--- config.mk ---
export PLATFORM = sky130hd
export DESIGN_NAME = pc_sequencer
export DESIGN_NICKNAME = d
export VERILOG_FILES = /design/src/rtl/pc_sequencer.sv
export SDC_FILE = /design/constraint.sdc
export NUM_CORES = 1
export LEC_CHECK = 0
export BUFFER_PORTS_ARGS = -buffer_cell sky130_fd_sc_hd__buf_2
export CAP_MARGIN = 20
export CORE_MARGIN = 2
export CORE_UTILIZATION = 30
export DETAILED_ROUTE_END_ITERATION = 16
export GPL_TIMING_DRIVEN = 0
export PLACE_DENSITY_LB_ADDON = 0.3
export RECOVER_POWER = 50
export SYNTH_ARGS = -nofsm -noshare
export SYNTH_HDL_FRONTEND = slang
export SYNTH_SLANG_ARGS = --single-unit
--- constraint.sdc ---
create_clock -name Clk -period 6.6 [get_ports Clk]
set_clock_uncertainty 0.2 [all_clocks]
set_input_delay 0.33 -clock Clk [delete_from_list [all_inputs] [get_ports Clk]]
set_output_delay 0.33 -clock Clk [all_outputs]
set_load 0.05 [all_outputs]
--- src/rtl/pc_sequencer.sv ---
// Program-counter sequencer: steps PC, issues LUT index on taken bnzl, applies signed offset.
// Optional BranchCount output is enabled by defining BRANCH_COUNT_EN.
`timescale 1ns/1ps
module pc_sequencer #(
  parameter int ADDR_W = 10,
  parameter int CNT_W  = 16
) (
  input  logic              Clk,
  input  logic              Reset,
  input  logic              Start,
  input  logic [ADDR_W-1:0] StartAddr,
  input  logic              Halt,
  input  logic              BranchEn,
  input  logic [3:0]        BranchSel,
  input  logic [10:0]       LutOut,
  output logic [3:0]        LutIndex,
  output logic [ADDR_W-1:0] PC,
  output logic              Stall,
  output logic              Busy,
  output logic              Done,
  output logic [CNT_W-1:0]  Cycles
`ifdef BRANCH_COUNT_EN
  ,
  output logic [CNT_W-1:0]  BranchCount
`endif
);

  // state    | meaning
  // S_IDLE   | waiting for first Start after reset
  // S_RUN    | stepping PC, decoder active
  // S_BRANCH | one-cycle wait for LUT offset, decoder stalled
  // S_HALTED | program finished, waiting for Start
  typedef enum logic [1:0] {S_IDLE, S_RUN, S_BRANCH, S_HALTED} state_t;

  localparam int EXT_W = (ADDR_W > 11) ? ADDR_W : 11;

  state_t            state_q, state_d;
  logic [ADDR_W-1:0] pc_q, pc_d;
  logic [3:0]        lut_index_q, lut_index_d;
  logic [CNT_W-1:0]  cycles_q, cycles_d;
  logic [EXT_W-1:0]  offset_ext;
  logic              busy;
`ifdef BRANCH_COUNT_EN
  logic [CNT_W-1:0]  branch_cnt_q, branch_cnt_d;
`endif

  // Offset is sign-extended first; the cast below then keeps only the low ADDR_W bits.
  assign offset_ext = EXT_W'(signed'(LutOut));
  assign busy       = (state_q == S_RUN) || (state_q == S_BRANCH);

  always_comb begin
    state_d     = state_q;
    pc_d        = pc_q;
    lut_index_d = lut_index_q;
    cycles_d    = cycles_q;
`ifdef BRANCH_COUNT_EN
    branch_cnt_d = branch_cnt_q;
`endif
    if (busy && (cycles_q != '1)) begin
      cycles_d = cycles_q + CNT_W'(1);
    end
    case (state_q)
      S_IDLE, S_HALTED: begin
        if (Start) begin
          pc_d     = StartAddr;
          cycles_d = '0;
          state_d  = S_RUN;
`ifdef BRANCH_COUNT_EN
          branch_cnt_d = '0;
`endif
        end
      end
      S_RUN: begin
        if (Halt) begin
          state_d = S_HALTED;
        end else if (BranchEn) begin
          lut_index_d = BranchSel;
          state_d     = S_BRANCH;
`ifdef BRANCH_COUNT_EN
          if (branch_cnt_q != '1) branch_cnt_d = branch_cnt_q + CNT_W'(1);
`endif
        end else begin
          pc_d = pc_q + ADDR_W'(1);
        end
      end
      S_BRANCH: begin
        pc_d    = pc_q + ADDR_W'(offset_ext);
        state_d = S_RUN;
      end
      default: state_d = S_IDLE;
    endcase
  end

  always_ff @(posedge Clk or posedge Reset) begin
    if (Reset) begin
      state_q     <= S_IDLE;
      pc_q        <= '0;
      lut_index_q <= '0;
      cycles_q    <= '0;
    end else begin
      state_q     <= state_d;
      pc_q        <= pc_d;
      lut_index_q <= lut_index_d;
      cycles_q    <= cycles_d;
    end
  end

`ifdef BRANCH_COUNT_EN
  always_ff @(posedge Clk or posedge Reset) begin
    if (Reset) branch_cnt_q <= '0;
    else       branch_cnt_q <= branch_cnt_d;
  end
  assign BranchCount = branch_cnt_q;
`endif

  assign PC       = pc_q;
  assign LutIndex = lut_index_q;
  assign Stall    = (state_q == S_BRANCH);
  assign Busy     = busy;
  assign Done     = (state_q == S_HALTED);
  assign Cycles   = cycles_q;

endmodule

==> impl_metrics.csv, run 1 <==
group,metric,value,unit
status,status,"completed",
power,vdd.ir_drop.worst,237.5,µV
layout,postLayoutCoreUtil,0.3886,
power,pwr-share-seq,0.250,
worst_setup_path,r2r_cells,10,
worst_setup_path,crit_chain,"inv_1 > ha_1 > nand2b_1 > ha_1 > fa_1 > a211oi_1 > o21bai_1 > a221oi_1 > mux2i_1 > nand3_1",
worst_setup_path,max_stage_delay,0.43,ns
grt,grt_start_max_net_pins,21,
grt,first_global_vias,1896,
synth,synth.net_count,266,
timing,tightest_slew,1.254,ns
timing,fmax,326.0,MHz
worst_setup_path,worst-endpoint-arrival,3.03,ns
worst_setup_path,crit_family,"adder cells",
worst_setup_path,critical_path.max_fanout,11,
cts,cts_resized,0,
layout,drive_above_1_share,0.2355,
power,netSwitchingFraction,0.5225,
place,post_place_cell_area,2581,µm²
place,place.gp.congestion,0.7428,
floorplan,core_region_area,6832,µm²
timing,final_critical_path_setup_slack,3.532,ns
cts,cts-buffers-inserted,5,
synth,synth_flop_cell,"dfrtp_1",
worst_hold_path,timing.hold.worst.start,"BranchSel[1]",
worst_setup_path,worstSetupEndpointType,"flip-flop",
place,dp_hpwl,3991,µm
cts,cts_buffer_depth,2,
worst_setup_path,rr_endpoint,"PC[8]$_DFFE_PP0P_",
grt,aggregate_global_routing_overflow,0,
worst_hold_path,hold-path-cell-count,2,
synth,synth_cell_types,49,
timing,slew_headroom,0.1640,
cts,root_buffer,"clkbuf_8",
synth,synth-seq-cells,32,
detailed_routing,detailedRoute.firstIterationViolations,57,
job,timing.max_cap.violations,0,
detailed_routing,drt-vias-per-instance,4.954,
cts,tritoncts_num_sinks,32,
cts,htree_num_levels,2,
timing,timing_max_transition_violations_final,0,
timing,setup_violations,0,
timing,final_min_period_over_clock_period,0.4648,
synth,async_flop_share,1.000,
worst_setup_path,cp_common_cell,"ha_1",
power,intPower,0.5955,mW
power,leakagePower,1.259,nW
power,pwr-share-clk,0.151,
grt,globalRouteTotalUtil,0.1414,
floorplan,initial_utilization,0.3115,
worst_hold_path,holdPathEnd,"LutIndex[1]$_DFFE_PP0P_",
worst_hold_path,min_path_type,"primary input to flip-flop",
floorplan,floorplan.rows,30,
place,port_buffers,61,
worst_setup_path,slowest_stage,"fa_1",
worst_setup_path,crit_required,6.56,ns
layout,antenna_cells_inserted,0,
place,setup_slack_after_placement,3.522,ns
grt,grt_antenna_before_repair,0,
worst_setup_path,cp_launch_type,"flip-flop",
layout,area.growth.synth_to_final,24.75,%
layout,final_nets,336,
floorplan,die_area,7784,µm²
floorplan,chipHeight,88.23,µm
detailed_routing,post_drt_wl_per_cell,13.67,µm
worst_setup_path,setup.worst_path.class,"flip-flop to flip-flop",
timing,finalSetupTns,0,ns
detailed_routing,drc_errors,0,
grt,wire_length_of_the_first_global_routing_pass,8707,µm
synth,syn-cell-area,2128,µm²
detailed_routing,wirelength,5317,µm
floorplan,io_pins,63,
synth,number_of_enable_type_register_cells_in_the_synthesized_netlist,0,
synth,syn_avg_cell_area,9.587,µm²
floorplan,dieWidth,88.23,µm
timing,grt_setup_unrepaired,"no",
power,design_power_total,1.247,mW
power,switchingPower,0.6516,mW
worst_setup_path,critical_path.reg2reg.startpoint,"state_q[0]$_DFFE_PP0P_",
worst_setup_path,cp.buffers_inverters,1,
synth,ys.warnings.count,0,
cts,worstSkewPairLatency,0.28,ns
synth,synth-seq-area-share,0.3762,
timing,timing_hold_violations_final,0,
cts,clock_slew_seen_by_the_registers_of_the_worst_setup_and_hold_paths,0.07,ns
cts,cts_tree,"built",
worst_setup_path,reg2reg_setup_slack,3.53,ns
power,power.density,469.7,nW/µm²
detailed_routing,initial_drt_pass_iterations,4,
timing,final_period_minus_worst_setup_slack,3.068,ns
layout,layout.cell_area.non_filler,2655,µm²
detailed_routing,detailroute.via_count,1927,
synth,post_synth_inst_count,222,
power,share_comb_of_total_power,0.599,
detailed_routing,drtAntennaViolNets,0,
## kinds of logic (layout without fill, tap and decap cells)
kind of cell / after synthesis / in the layout / synth area share
AOI/OAI and AO/OA: 57 / 57 / 0.1705
xor gates and xnor gates: 10 / 10 / 0.04115
adders and majority gates: 14 / 14 / 0.08583
buffers and inverters: 9 / 80 / 0.02116
DFF: 32 / 32 / 0.3763
muxes: 14 / 14 / 0.06878
and+or+nand+nor: 86 / 86 / 0.2363
## power by group through the flow
stage / sequential, mW / combinational, mW / clock (mW)
floorplan: 0.491 / 0.408 / 0
global placement: 0.314 / 0.752 / 0
detailed placement: 0.316 / 0.765 / 0
CTS: 0.313 / 0.765 / 0.196
global route: 0.325 / 0.810 / 0.204
finish: 0.312 / 0.747 / 0.188
## worst reg2reg max path, cell delays in order (launching register included)
cell      delay (ns)
dfrtp_1         0.40
inv_1           0.09
ha_1            0.38
nand2b_1        0.10
ha_1            0.23
fa_1            0.43
a211oi_1        0.32
o21bai_1        0.16
a221oi_1        0.32
mux2i_1         0.23
nand3_1         0.09
## cells in the mapped netlist, types with 2 or more instances
master | count | area (µm²)
clkbuf_1 | 2 | 7.510
ha_1 | 13 | 162.7
o211ai_1 | 4 | 30.03
nand4_1 | 9 | 56.30
and3_1 | 6 | 37.54
o21ai_0 | 4 | 20.02
mux2i_1 | 9 | 90.09
a221oi_1 | 3 | 26.28
nor2b_1 | 3 | 18.77
o31ai_1 | 3 | 22.52
a21o_1 | 6 | 45.04
xor2_1 | 6 | 52.55
o21ai_1 | 13 | 65.06
xnor2_1 | 4 | 35.03
nand2_1 | 21 | 78.83
dfrtp_1 | 32 | 800.8
nor3_1 | 2 | 10.01
nor2_1 | 14 | 52.55
a31oi_1 | 3 | 18.77
mux2_2 | 4 | 45.04
and2_1 | 10 | 62.56
and4_4 | 3 | 33.78
a211oi_1 | 2 | 15.01
nand3_4 | 2 | 35.03
nand3_1 | 5 | 25.02
nand2b_1 | 3 | 18.77
inv_1 | 4 | 15.01
a21oi_1 | 11 | 55.05
## how the worst max path moves through the flow
stage | slack [ns] | to | start | cells past startpoint
2_1_floorplan | 3.54 | PC[8]$_DFFE_PP0P_ | state_q[0]$_DFFE_PP0P_ | 10
3_3_place_gp | 3.53 | PC[8]$_DFFE_PP0P_ | state_q[0]$_DFFE_PP0P_ | 10
3_5_place_dp | 3.52 | PC[8]$_DFFE_PP0P_ | state_q[0]$_DFFE_PP0P_ | 10
4_1_cts | 3.50 | PC[8]$_DFFE_PP0P_ | state_q[0]$_DFFE_PP0P_ | 10
5_1_grt | 3.31 | PC[8]$_DFFE_PP0P_ | state_q[0]$_DFFE_PP0P_ | 10
6_report | 3.53 | PC[8]$_DFFE_PP0P_ | state_q[0]$_DFFE_PP0P_ | 10
## metal layers
| metal | GRT usage | vias to the layer above | wire [µm] |
|---|---|---|---|
| met2 | 0.2297 | 55 | 2359 |
| met4 | 0.02479 | 0 | 23 |
| met3 | 0.03265 | 4 | 288 |
| met5 | 0 | - | 0 |
| met1 | 0.1962 | 902 | 2645 |
| li1 | - | 966 | - |
## final cells by class
cell class,count,area [µm²]
clock inverters,2,35.03
clock buffers,6,72.57
plain buffers,4,26.28
well taps,96,120.1
multi-input cells,181,1282
fillers,740,4177
flip-flops and latches,32,800.8
repair buffers,63,299.0
inverters,5,18.77
## through the flow
step	instances	hold WS [ns]
after CTS	389	0.06727
after detailed placement	380	0.2159
after global routing	389	0.06525
after floorplan	222	0.2462
after global placement	379	0.2860
final	389	0.07505
## registers in the layout (all words and copies together), names as in the netlist
signal / flops
state_q: 2
LutIndex: 4
Cycles: 16
PC: 10
## what timing repair did
item,in CTS,in global routing
setup buffers,0,0
setup endpoints to repair,0,0
hold buffers,1,0
endpoints found under the hold margin,12,0
## placed cells by master, fill, tap and decap left out, drive strengths merged, types with 2 or more instances in the layout
cell and count:
buf 47, dfrtp 32, clkbuf 25, nand2 22
o21ai 18, nor2 14, ha 13, a21oi 11
and2 10, nand4 10, mux2i 9, nand3 7
and3 6, a21o 6, xor2 6, mux2 5
inv 5, xnor2 4, o211ai 4, nor3 4
nand2b 3, a221oi 3, a31oi 3, nor2b 3
and4 3, o31ai 3, a211oi 2
Note: power is estimated with default switching activity, not from simulation.
==> run 2, diff against run 1 <==
Settings changed: ABC_AREA set to 1.
Clock period 6.6 ns to 2.8 ns, I/O delays scaled along.
==> run 2 against run 1 <==
Against the previous run: non-clock buffer count is 19 higher; critical path type unchanged; power rose to 3.3 times the previous value; largest cell class unchanged; critical path depth grew 3; sequential cell count did not move; design area increased by 15%.
==> impl_metrics.csv, run 2 <==
group,metric,value,unit
worst_setup_path,crit_chain,"inv_1 > ha_1 > buf_4 > nand2_1 > ha_1 > fa_1 > nand2_1 > nand2_1 > nand3_1 > a21oi_1 > nand3b_1 > nand2_1 > nand2_1",
place,dp_hpwl,4878,µm
grt,globalRouteTotalUtil,0.1564,
timing,fmax,397.5,MHz
synth,number_of_enable_type_register_cells_in_the_synthesized_netlist,0,
layout,area.growth.synth_to_final,28.40,%
grt,first_global_vias,2449,
detailed_routing,post_drt_wl_per_cell,11.73,µm
layout,drive_above_1_share,0.1678,
worst_setup_path,max_stage_delay,0.40,ns
floorplan,floorplan.rows,32,
cts,cts_buffer_depth,2,
synth,synth_flop_cell,"dfrtp_1",
layout,multi_input_area,1349,µm²
worst_setup_path,critical_path.reg2reg.startpoint,"state_q[0]$_DFFE_PP0P_",
synth,async_flop_share,1.000,
detailed_routing,detailroute.via_count,2450,
synth,syn_avg_cell_area,6.695,µm²
cts,clock_slew_seen_by_the_registers_of_the_worst_setup_and_hold_paths,0.07,ns
place,place.gp.congestion,0.8763,
power,pwr-share-clk,0.096,
synth,synthTopCellsByArea,"dfrtp_1 (34%), nand2_1 (18%), inv_1 (7.7%)",
synth,synth-seq-area-share,0.3360,
worst_setup_path,critical_path.max_fanout,10,
cts,cts-buffers-inserted,5,
timing,timing_hold_violations_final,0,
synth,synth.net_count,400,
synth,post_synth_inst_count,356,
worst_hold_path,min_path_type,"primary input to flip-flop",
cts,cts_tree,"built",
detailed_routing,drtAntennaViolNets,0,
place,place_inst,520,
detailed_routing,wirelength,6372,µm
detailed_routing,drt-vias-per-instance,4.512,
layout,number_of_flip_flops_in_the_largest_register,16,
worst_setup_path,timing.critical_path.from,"state_q[0]$_DFFE_PP0P_",
timing,grt_setup_unrepaired,"no",
floorplan,core_region_area,7727,µm²
floorplan,initial_utilization,0.3085,
synth,synthDominantCellAreaShare,0.3360,
power,intPower,1.728,mW
floorplan,die_area,8674,µm²
worst_setup_path,cp_launch_type,"flip-flop",
power,vdd.ir_drop.worst,655.5,µV
worst_hold_path,timing.hold.worst.start,"StartAddr[2]",
power,leakagePower,1.650,nW
timing,tightest_slew,1.221,ns
worst_setup_path,cp.buffers_inverters,2,
cts,worstSkewPairLatency,0.29,ns
job,timing.max_cap.violations,0,
timing,fin_hold_ws,0.04840,ns
timing,slew_headroom,0.1858,
detailed_routing,drc_errors,0,
power,design_power_total,4.132,mW
grt,aggregate_global_routing_overflow,0,
layout,layout_commonest_cell,"nand2_1",
grt,grt_start_max_net_pins,22,
synth,synth-seq-cells,32,
floorplan,io_pins,63,
synth,synth_top_area_cell,"dfrtp_1",
synth,synth.top_cells.by_count,"nand2_1 (116), inv_1 (49), nor2_1 (48)",
detailed_routing,initial_drt_pass_iterations,5,
layout,most_frequent_cells_in_the_layout,"nand2_1 (116), inv_1 (49), nor2_1 (48), buf_2 (48), dfrtp_1 (32)",
status,status,"completed",
layout,final_nets,485,
power,share_comb_of_total_power,0.683,
power,netSwitchingFraction,0.5818,
worst_setup_path,crit_family,"adder cells",
timing,setup_violations,0,
synth,ys.warnings.count,0,
timing,final_min_period_over_clock_period,0.8984,
synth,synth_cell_types,34,
power,power.density,1350,nW/µm²
power,switchingPower,2.404,mW
worst_setup_path,setup.worst_path.class,"flip-flop to flip-flop",
layout,fin_cells,543,
synth,yosys.cell_count.top_type,"nand2_1",
cts,tritoncts_num_sinks,32,
cts,root_buffer,"clkbuf_8",
timing,final_period_minus_worst_setup_slack,2.516,ns
layout,postLayoutCoreUtil,0.3960,
worst_setup_path,cp_common_cell,"nand2_1",
power,pwr-share-seq,0.220,
timing,timing_max_transition_violations_final,0,
floorplan,dieWidth,93.14,µm
worst_setup_path,worst-endpoint-arrival,2.50,ns
worst_setup_path,worstSetupEndpointType,"flip-flop",
cts,htree_num_levels,2,
place,port_buffers,61,
layout,n_fill_cell,856,
grt,grt_antenna_before_repair,0,
worst_setup_path,reg2reg_setup_slack,0.28,ns
grt,wire_length_of_the_first_global_routing_pass,10850,µm
floorplan,chipHeight,93.14,µm
layout,antenna_cells_inserted,0,
worst_setup_path,crit_required,2.78,ns
worst_setup_path,slowest_stage,"dfrtp_1",
timing,finalSetupTns,0,ns
synth,syn-cell-area,2384,µm²
detailed_routing,detailedRoute.firstIterationViolations,56,
layout,register_area,800.8,µm²
run 2: cell types whose count changed after synthesis, moves of 6 or more:
cell,delta
a21o_1,-6
and3_1,-6
inv_1,+45
nand3_1,+21
nor2_1,+34
o21ai_1,-10
and2_1,-10
mux2i_1,-9
nand2_1,+95
run 2: cells by family (layout without fill, tap and decap cells):
group,count (synthesis),count (layout),synth area share
and+or+nand+nor,205,205,0.3601
xor gates and xnor gates,7,7,0.02572
adders and majority gates,14,14,0.07664
muxes,4,4,0.01890
AOI/OAI and AO/OA,36,36,0.08452
buffers and inverters,58,143,0.09816
DFF,32,32,0.3360
run 2: layer usage:
layer | global-route usage | vias to the layer above | wire (µm)
met1 | 0.1911 | 1106 | 2939
met4 | 0.04289 | 0 | 108
li1 | - | 1285 | -
met2 | 0.2832 | 48 | 3069
met3 | 0.02579 | 11 | 254
met5 | 0 | - | 0
run 2: area by class of cell:
class                           count  area share
Buffer                              8     0.01635
Clock buffer                        7     0.03148
Inverter                           50     0.06132
Multi-Input combinational cell    266      0.4407
Sequential cell                    32      0.2617
Tap cell                          102     0.04170
Timing Repair Buffer               78      0.1468
run 2: stage by stage:
| stage | cell area, µm² | setup WS (ns) |
|---|---|---|
| detailed placement | 2844 | -0.03272 |
| floorplan | 2384 | 0.01867 |
| global placement | 2816 | 0.03620 |
| CTS | 3102 | 0.1712 |
| global route | 3060 | 0.02859 |
| finish | 3060 | 0.2844 |
run 2: worst paths after layout:
kind                                            to  cells past startpoint
hold / removal                   PC[2]$_DFFE_PP0P_                      4
hold reg to reg            LutIndex[2]$_DFFE_PP0P_                      1
max in group asynchronous      Cycles[5]$_DFF_PP0_                      4
setup / recovery                 PC[6]$_DFFE_PP0P_                     13
min in group asynchronous        PC[9]$_DFFE_PP0P_                      3
setup reg to reg                 PC[6]$_DFFE_PP0P_                     13
run 2: power by group through the flow:
stage	sequential, mW	clock [mW]	combinational (mW)
after floorplan	1.55	0	1.56
after global placement	0.914	0	2.82
after detailed placement	0.919	0	2.86
after CTS	0.910	0.415	2.89
after global routing	0.949	0.435	3.18
final	0.911	0.398	2.82
run 2: worst reg2reg max path, stage by stage, from the launching register on:
cell and delay [ns]:
dfrtp_1 0.40, inv_1 0.09, ha_1 0.20, buf_4 0.20
nand2_1 0.07, ha_1 0.23, fa_1 0.40, nand2_1 0.10
nand2_1 0.10, nand3_1 0.11, a21oi_1 0.07, nand3b_1 0.16
nand2_1 0.07, nand2_1 0.04
run 2: what timing repair did:
action | CTS | global route
gates resized for setup | 1 | 3
buffers inserted | 0 | 0
setup endpoints to repair | 2 | 1
hold buffers | 16 | 0
endpoints found under the hold margin | 29 | 0
gates cloned | 0 | 0
pin swaps | 0 | 0
